===== config.mk =====
export PLATFORM = sky130hd
export DESIGN_NAME = pito_irq_queue
export DESIGN_NICKNAME = d
export VERILOG_FILES = /design/src/rtl/pito_irq_queue.sv
export SDC_FILE = /design/constraint.sdc
export NUM_CORES = 1
export LEC_CHECK = 0
export BUFFER_PORTS_ARGS = -buffer_cell sky130_fd_sc_hd__buf_2
export CORE_MARGIN = 2
export CORE_UTILIZATION = 54
export DETAILED_ROUTE_END_ITERATION = 10
export PLACE_DENSITY_LB_ADDON = 0.2
export SYNTH_ARGS = -nofsm -noshare
export SYNTH_HDL_FRONTEND = slang
export SYNTH_SLANG_ARGS = --single-unit

===== constraint.sdc =====
create_clock -name clk -period 1.99 [get_ports clk]
set_input_delay 0.2985 -clock clk [delete_from_list [all_inputs] [get_ports clk]]
set_output_delay 0.2985 -clock clk [all_outputs]
set_load 0.01 [all_outputs]

===== src/rtl/pito_irq_queue.sv =====
// Per-hart MVU interrupt queues. A unicast or broadcast event is pushed into
// one or all hart FIFOs, and each hart pops its own queue with an ack strobe.
// Latency: a push is visible one cycle later. Backpressure: none. A push to a
// full queue with no same-cycle pop is dropped and sets that hart's sticky
// overflow flag.
//
// Ports:
//   clk, rst_n   single clock, asynchronous active-low reset
//   irq_evt_i    {hart_id, data, valid}; hart_id MSB=1 broadcasts to all harts
//   irq_ack_i    per-hart pop strobe (ignored while that queue is empty)
//   ovf_clr_i    per-hart overflow clear (a same-cycle drop wins)
//   mvip_o       per-hart pending level, high while the queue is non-empty
//   irq_data_o   per-hart head-of-queue data, forced to 0 while the queue is empty
//   irq_cnt_o    per-hart occupancy, 0..IRQ_Q_DEPTH
//   irq_ovf_o    per-hart sticky overflow flag

package pito_pkg;
  localparam int NUM_HARTS      = 8;
  localparam int HART_CNT_WIDTH = $clog2(NUM_HARTS);
  localparam int IRQ_Q_DEPTH    = 4;

  typedef struct packed {
    logic [HART_CNT_WIDTH:0] hart_id;  // MSB set = broadcast
    logic [31:0]             data;
    logic                    valid;
  } irq_evt_t;
endpackage

module pito_irq_queue #(
  parameter int NUM_HARTS   = pito_pkg::NUM_HARTS,
  parameter int IRQ_Q_DEPTH = pito_pkg::IRQ_Q_DEPTH,
  localparam int CW         = $clog2(IRQ_Q_DEPTH) + 1
) (
  input  logic                            clk,
  input  logic                            rst_n,
  input  pito_pkg::irq_evt_t              irq_evt_i,
  input  logic [NUM_HARTS-1:0]            irq_ack_i,
  input  logic [NUM_HARTS-1:0]            ovf_clr_i,
  output logic [NUM_HARTS-1:0]            mvip_o,
  output logic [NUM_HARTS-1:0][31:0]      irq_data_o,
  output logic [NUM_HARTS-1:0][CW-1:0]    irq_cnt_o,
  output logic [NUM_HARTS-1:0]            irq_ovf_o
);

  localparam int PW = $clog2(IRQ_Q_DEPTH);
  localparam int HW = pito_pkg::HART_CNT_WIDTH;

  logic          bcast;
  logic [HW-1:0] tgt;

  assign bcast = irq_evt_i.hart_id[HW];
  assign tgt   = irq_evt_i.hart_id[HW-1:0];

  for (genvar h = 0; h < NUM_HARTS; h++) begin : g_hart
    localparam logic [HW-1:0] HID = HW'(h);

    logic [31:0]   mem [IRQ_Q_DEPTH];
    logic [PW-1:0] rd_ptr;
    logic [PW-1:0] wr_ptr;
    logic [CW-1:0] cnt;
    logic          ovf;

    logic push_req;
    logic pop;
    logic full;
    logic do_push;
    logic drop;

    assign push_req = irq_evt_i.valid && (bcast || (tgt == HID));
    // An ack on an empty queue is a no-op, even alongside a push.
    assign pop      = irq_ack_i[h] && (cnt != '0);
    assign full     = (cnt == CW'(IRQ_Q_DEPTH));
    // A same-cycle pop frees the slot, so a full queue can still accept.
    assign do_push  = push_req && (!full || pop);
    assign drop     = push_req && full && !pop;

    always_ff @(posedge clk or negedge rst_n) begin
      if (!rst_n) begin
        rd_ptr <= '0;
        wr_ptr <= '0;
        cnt    <= '0;
        ovf    <= 1'b0;
      end else begin
        if (do_push) wr_ptr <= wr_ptr + PW'(1);
        if (pop)     rd_ptr <= rd_ptr + PW'(1);

        if (do_push && !pop)      cnt <= cnt + CW'(1);
        else if (!do_push && pop) cnt <= cnt - CW'(1);

        // A drop in the same cycle as a clear leaves the flag set.
        if (drop)              ovf <= 1'b1;
        else if (ovf_clr_i[h]) ovf <= 1'b0;
      end
    end

    // Storage is not reset; empty queues mask it at the output.
    always_ff @(posedge clk) begin
      if (do_push) mem[wr_ptr] <= irq_evt_i.data;
    end

    assign mvip_o[h]     = (cnt != '0);
    assign irq_data_o[h] = (cnt != '0) ? mem[rd_ptr] : 32'h0;
    assign irq_cnt_o[h]  = cnt;
    assign irq_ovf_o[h]  = ovf;
  end

endmodule


==> results by group, run 1 <==
Status
  • Result of the run: complete, but fails checks
  • Violated checks: negative setup slack

Flow run
  • Max-cap violation count: 0

Route
  • Antenna viol nets, final: 0
  • Post-detailed-route DRC marker count: 0
  • Detail-routed via count per cell: between 5 and 6
  • Final Routed Wirelength: between 100000 and 150000 um
  • Violation count after the first detailed-route iteration: about 2100
  • First drt pass iteration count: 5
  • Overall via count from detail_route: about 22000
  • Routed WL per cell: 28.4 um

Setup path
  • Required time worst endpoint: 1.69 ns
  • Crit. Startpoint: g_hart[2].rd_ptr[0]$_DFFE_PN0N_
  • Startpoint-to-endpoint class of the critical path: reg -> out
  • CP Capture Type: output pin
  • Nature of the critical path startpoint: register
  • Reg-to-reg startpoint: g_hart[7].cnt[0]$_DFFE_PN0P_
  • Highest fanout seen on the critical path: 10
  • Worst R2R Setup Slack: -0.13 ns
  • Data arrival time of the worst path: about 2.2 ns

STA
  • Final period util: 1.26
  • Max Slew Vio Count: 0
  • Finish-stage setup viols: around 280
  • Setup Skew: 0.0176 ns
  • Clock period minus worst slack: approximately 2.5 ns
  • RSZ-0062 raised after global routing: yes
  • Worst Max-Slew Pin Slew: around 0.85 ns
  • Peak clock frequency supported by timing: 398 MHz
  • Setup slack after layout: -0.521 ns
  • Max transition margin: 0.431
  • Sum of negative setup slack: -113.31 ns
  • Final hold violation count: 0

Logic synthesis
  • Cell type contributing the most total cell area after synthesis: edfxtp_1
  • Synth top area share: 0.727
  • Number of enable-type register cells in the synthesized netlist: ~1000
  • Avg Cell Area, Syn: around 22 sq um
  • Sequential-to-total area share from yosys stat: 0.765
  • Netlist area before placement: around 42000 sq um
  • Dominant cells by area after synthesis: edfxtp_1, mux4_2, and2_1
  • Top_reg_cell synth: edfxtp_1
  • #FFs+latches synth: 1088
  • Net Count, Synth: 2058
  • Cell count after synthesis: 1955
  • Post-synthesis cell type count: 30
  • Synth warnings: 0
  • Share of synthesized registers carrying an async set or reset: 0.0588

Global routing
  • Maximum number of pins on one net before global-route repair: 35
  • Global-route congestion overflow total: 0
  • Global-route total usage across every layer: 0.259
  • Initial antenna violation count: 2
  • Global-route wire length before repair: roughly 150000 um
  • Via count of the first global-routing pass: 22500

Die
  • Y dimension of the die: around 280 um
  • Std-Cell Core Area: around 77000 sq um
  • FP Rows: about 100
  • IO Pins: ~350
  • Initial core utilization: 0.546
  • Floorplan die width: 284 um
  • DIE AREA: 80600 sq um

Power
  • Leakage dissipation: 19.5 nW
  • Pwr/cell area: around 1600 nW/um^2
  • Total power: between 80 and 90 mW
  • Max rail drop VDD: ~1.1 mV

Clock tree
  • TritonCTS clock tree: done
  • Worst-Skew Late Latency: 0.65 ns
  • Num Clock Sinks: between 1000 and 1500
  • Maximum buffer depth of the clock tree: 3
  • Clock-pin slew on the worst setup and hold paths: roughly 0.06 ns
  • Cts bufs inserted: ~110
  • H-tree lvl count: 3
  • Clock root cell: clkbuf_16

Placed design
  • Post-placement worst setup slack: -0.319 ns
  • Quantity of I/O buffers inserted on ports: 350
  • DP HPWL: roughly 62000 um
  • Final weighted congestion in routability-driven placement: a little under 0.8

Min path
  • Worst hold path type: in -> async

Cells and area
  • Number of nets in the finished design: between 2000 and 3000
  • Ratio of cells with drive above 1 in the final layout: 0.507
  • Layout overhead on the synthesized area: 29.0%
## cell families (layout without fill, tap and decap cells)
| group | after synthesis | after routing | share of synthesized area |
|---|---|---|---|
| xor+xnor | 48 | 48 | 0.00994 |
| other cells | 0 | 4 | 0 |
| compound gates | 16 | 16 | 0.00337 |
| simple gates | 345 | 345 | 0.0509 |
| fa+ha+maj | 48 | 48 | 0.0156 |
| mux | 272 | 272 | 0.141 |
| buf+inv | 138 | 879 | 0.0147 |
| flops | 1088 | 1088 | 0.765 |
## cell usage after synthesis (16+ instances only)
master    count
edfxtp_1   1024
and2_1      288
mux4_2      256
dfrtp_1      64
clkbuf_1     56
ha_1         40
buf_2        33
inv_1        32
xnor2_1      32
buf_4        17
nand2_1      16
xor2_1       16
## timing repair
action / 4_1_cts / 5_1_grt
endpoints found under the setup margin: 386 / 388
pin swaps: 97 / 173
endpoints found under the hold margin: 80 / 0
gates cloned: 23 / 10
hold buffers: 15 / 0
gates resized for setup: 352 / 221
setup buffers: 54 / 38
## final timing paths
| check | end | cells past startpoint |
|---|---|---|
| worst max-delay path | irq_data_o[91] | 4 |
| worst min register to register | g_hart[6].ovf$_DFFE_PN0P_ | 1 |
| worst min-delay path | g_hart[5].cnt[2]$_DFFE_PN0P_ | 2 |
| min in group clk | g_hart[3].rd_ptr[0]$_DFFE_PN0N_ | 4 |
| worst max register to register | g_hart[7].cnt[2]$_DFFE_PN0P_ | 9 |
| max in group asynchronous | g_hart[7].rd_ptr[0]$_DFFE_PN0N_ | 3 |
## sequential cells by signal, indices dropped and copies added (netlist names)
| register | cells |
|---|---|
| g_hart.wr_ptr | 16 |
| g_hart.cnt | 24 |
| g_hart.rd_ptr | 16 |
| g_hart.ovf | 8 |
| g_hart.mem | 1024 |
## cell type report
type | count | area [sq um]
clock buffers | 137 | 2930
diodes | 4 | 10.0
flip-flops and latches | 1088 | 32400
inverters | 32 | 120
multi-input cells | 729 | 10300
repair buffers | 650 | 6980
well taps | 1040 | 1300
fillers | 4716 | 22900
clock inverters | 60 | 567
## cell usage in the layout, fill, tap and decap left out, types with 16 or more instances in the layout
master / netlist / routed
and2_1: 288 / 45
and2_2: 0 / 28
and2_4: 0 / 215
buf_12: 0 / 86
buf_16: 0 / 17
buf_2: 33 / 148
buf_4: 17 / 147
buf_6: 0 / 224
clkbuf_1: 56 / 21
clkbuf_16: 0 / 119
clkinv_1: 0 / 25
clkinv_2: 0 / 17
dfrtp_1: 64 / 47
dfrtp_2: 0 / 17
edfxtp_1: 1024 / 1024
ha_1: 40 / 32
inv_1: 32 / 24
mux4_2: 256 / 256
xnor2_1: 32 / 32
xor2_1: 16 / 16
## metrics by stage
stage | util | std cells | hold WS, ns | cell area (sq um)
after floorplan | - | 1955 | 0.00291 | 42600
after global placement | 0.610 | 3418 | 0.209 | 47300
after detailed placement | 0.610 | 3418 | 0.214 | 47300
after CTS | 0.690 | 3705 | 0.0443 | 53400
after global routing | 0.704 | 3736 | 0.0842 | 54600
final | 0.704 | 3740 | 0.0731 | 54600
## routing by layer
metal,track usage,share of wire,up-vias
li1,-,-,9119
met2,0.448,0.53,846
met3,0.0469,0.069,141
met5,0,0,-
met1,0.337,0.38,11400
met4,0.0803,0.028,0
## worst max-delay path, cell delays in order (launching register included)
cell	delay, ns
dfrtp_2	0.46
buf_8	0.19
mux4_2	0.52
and2_1	0.23
buf_2	0.16
## power breakdown
group,switching [mW],internal [mW]
Combinational,16.4,21.3
Clock,8.33,11.7
Sequential,1.18,28.5
Power figures use the tool's default switching activity.
==> run 2: changes to the inputs <==
--- a/config.mk
+++ b/config.mk
@@ -7,7 +7,8 @@
 export LEC_CHECK = 0
 export BUFFER_PORTS_ARGS = -buffer_cell sky130_fd_sc_hd__buf_2
 export CORE_MARGIN = 2
-export CORE_UTILIZATION = 54
+export CORE_UTILIZATION = 40
+export CTS_CLUSTER_DIAMETER = 30
 export DETAILED_ROUTE_END_ITERATION = 10
 export PLACE_DENSITY_LB_ADDON = 0.2
 export SYNTH_ARGS = -nofsm -noshare
==> run 2 against run 1 <==
Against the previous run: the run still ends with negative setup slack left; clock-buffer cell count grew 92; register-to-register slack worse by 0.12 ns; critical endpoint is now irq_data_o[101]; non-clock buffer count is 30 higher; clock skew grew 0.019 ns; sequential power about the same; total power rose by 17%; fmax decreased by 4.3%.
==> results by group, run 2 (synthesis results as in run 1) <==
Power
  • Proportion of power drawn by the clock network: 0.339
  • Internal cell power: 72.6 mW
  • Portion of total power attributed to combinational logic: 0.370
  • Leakage dissipation: 21.3 nW
  • Sequential group share of total power: 0.290
  • Max rail drop VDD: 1.13 mV
  • Switching Fraction: 0.291
  • NetSw: ~30 mW
  • Pwr/cell area: approximately 1700 nW/um^2
  • Total power: between 100 and 150 mW

STA
  • Sum of negative setup slack: -151.43 ns
  • Worst Max-Slew Pin Slew: ~1.1 ns
  • Final period util: 1.32
  • Final hold violation count: 0
  • Setup slack after layout: -0.635 ns
  • Setup Skew: roughly 0.036 ns
  • Clock period minus worst slack: roughly 2.6 ns
  • Max Slew Vio Count: 0
  • Peak clock frequency supported by timing: around 380 MHz
  • RSZ-0062 raised after global routing: yes
  • Max transition margin: 0.269
  • Finish-stage setup viols: about 410

Clock tree
  • TritonCTS clock tree: done
  • Num Clock Sinks: between 1000 and 1500
  • Clock root cell: clkbuf_16
  • H-tree lvl count: 4
  • Maximum buffer depth of the clock tree: 3
  • Cts bufs inserted: 200
  • Clock-pin slew on the worst setup and hold paths: ~0.05 ns
  • Worst-Skew Late Latency: between 0.7 and 0.8 ns

Setup path
  • Worst R2R Setup Slack: -0.25 ns
  • Endpoint of the worst register-to-register path: g_hart[1].cnt[1]$_DFFE_PN0P_
  • Termination of the worst setup path: irq_data_o[101]
  • Nature of the critical path startpoint: register
  • CP top delay family: multiplexers
  • Reg-to-reg startpoint: g_hart[1].cnt[1]$_DFFE_PN0P_
  • Required time worst endpoint: around 1.7 ns
  • Startpoint-to-endpoint class of the critical path: reg -> out
  • Crit. Startpoint: g_hart[3].rd_ptr[0]$_DFFE_PN0N_
  • R2r worst-path depth: 9
  • Series of cell instances along the critical path: buf_12 > buf_12 > mux4_2 > and2_4 > buf_6
  • Data arrival time of the worst path: ~2.3 ns
  • Most frequent CP cell: buf_12
  • CP Capture Type: output pin
  • Delay of the slowest cell on the worst path: between 0.5 and 0.6 ns
  • Highest fanout seen on the critical path: 8
  • Stages on worst setup path: 5
  • Critical-path cell with the highest stage delay: mux4_2
  • Bufs and invs on worst path: 3

Cells and area
  • Biggest register: g_hart.mem
  • Number of nets in the finished design: ~2800
  • Non-filler cells in the finished layout: approximately 4300
  • Filler cells: between 7000 and 8000
  • Flip-flop count of the largest register, all copies and words added: slightly above 1000
  • Ratio of cells with drive above 1 in the final layout: 0.537
  • Layout overhead on the synthesized area: 39.3%
  • Most frequent cells in the layout: edfxtp_1, mux4_2, buf_6
  • Largest registers: g_hart.mem: 1024 flops, g_hart.cnt: 24 flops
  • Most common library cell in the layout ignoring fill and taps: edfxtp_1

Global routing
  • Initial antenna violation count: 8
  • Global-route congestion overflow total: 0
  • Global-route total usage across every layer: 0.209
  • Via count of the first global-routing pass: about 23000
  • Maximum number of pins on one net before global-route repair: 35
  • Global-route wire length before repair: roughly 160000 um

Min path
  • Worst hold path type: in -> reg
  • HP Start: irq_evt_i[19]

Route
  • Antenna viol nets, final: 0
  • First drt pass iteration count: 7
  • Final Routed Wirelength: approximately 110000 um
  • Detail-routed via count per cell: 5.15
  • Overall via count from detail_route: roughly 22000
  • Routed WL per cell: around 27 um
  • Post-detailed-route DRC marker count: 0
  • Violation count after the first detailed-route iteration: ~2000

Placed design
  • Quantity of I/O buffers inserted on ports: 350
  • Total placed cells including tap cells: about 3800
  • Final weighted congestion in routability-driven placement: between 0.7 and 0.8
  • DP HPWL: roughly 69000 um

Status
  • Violated checks: negative setup slack
  • Result of the run: complete, but fails checks

Die
  • Y dimension of the die: 329 um
  • Std-Cell Core Area: about 110000 sq um
  • DIE AREA: approximately 110000 sq um
  • Initial core utilization: 0.402
  • IO Pins: ~350
  • FP Rows: 119
  • Floorplan die width: 329 um

Flow run
  • Max-cap violation count: 0
[run 2: how the worst min path moves through the flow]
| stage | endpoint | slack [ns] | depth (start not counted) |
|---|---|---|---|
| after floorplan | g_hart[0].cnt[0]$_DFFE_PN0P_ | 0.003 | 0 |
| after global placement | g_hart[5].rd_ptr[1]$_DFFE_PN0N_ | 0.17 | 1 |
| after detailed placement | g_hart[5].rd_ptr[1]$_DFFE_PN0N_ | 0.17 | 1 |
| after CTS | g_hart[6].mem[3][0]$_DFFE_PP_ | 0.0005 | 1 |
| after global routing | g_hart[7].mem[0][18]$_DFFE_PP_ | 0.03 | 1 |
| final | g_hart[7].mem[0][18]$_DFFE_PP_ | 0.05 | 1 |
[run 2: per-layer routing]
metal | vias up | track usage | part of all wire
met5 | - | 0 | 0
met4 | 0 | 0.0663 | 0.024
met3 | 150 | 0.0515 | 0.067
met2 | 775 | 0.342 | 0.50
met1 | 11800 | 0.276 | 0.41
li1 | 9461 | - | -
[run 2: power by group through the flow]
stage          registers (mW)  logic (mW)  clock network (mW)
5_1_grt                  29.9        40.2                36.4
6_report                 29.7        37.9                34.7
3_5_place_dp             30.2        28.4                   0
4_1_cts                  29.8        34.6                35.3
3_3_place_gp             30.0        28.1                   0
2_1_floorplan            29.9        15.9                   0
[run 2: worst reg2reg max path, stage by stage, from the launching register on]
cell and delay, ns:
dfrtp_2 0.43, buf_6 0.13, nor4b_4 0.30, buf_12 0.18, a21oi_4 0.05, buf_12 0.14, ha_4 0.17, inv_2 0.05
fa_2 0.41, mux2_4 0.28
[run 2: cell type report]
type | count | area, sq um | share of cell area
Sequential cell | 1088 | 32400 | 0.550
Antenna cell | 2 | 5.00 | 0.0000850
Clock inverter | 151 | 1920 | 0.0325
Tap cell | 1391 | 1740 | 0.0295
Inverter | 32 | 123 | 0.00208
Timing Repair Buffer | 680 | 7380 | 0.125
Clock buffer | 229 | 5160 | 0.0877
Multi-Input combinational cell | 729 | 10200 | 0.173
[run 2: timing repair]
action | 4_1_cts | 5_1_grt
resized for setup | 337 | 214
pin swaps | 79 | 101
hold buffers | 27 | 1
cloned | 19 | 13
setup endpoints to repair | 401 | 536
setup buffers | 32 | 42
endpoints found under the hold margin | 155 | 7
[run 2: per-stage QoR]
step	setup slack (ns)	hold slack (ns)	area (sq um)	utilization
after floorplan	-0.128	0.00291	42600	-
after global placement	-0.381	0.173	48100	0.457
after detailed placement	-0.426	0.175	48100	0.457
after CTS	-0.672	0.000523	57500	0.547
after global routing	-0.687	0.0272	58900	0.560
final	-0.635	0.0467	58900	0.560
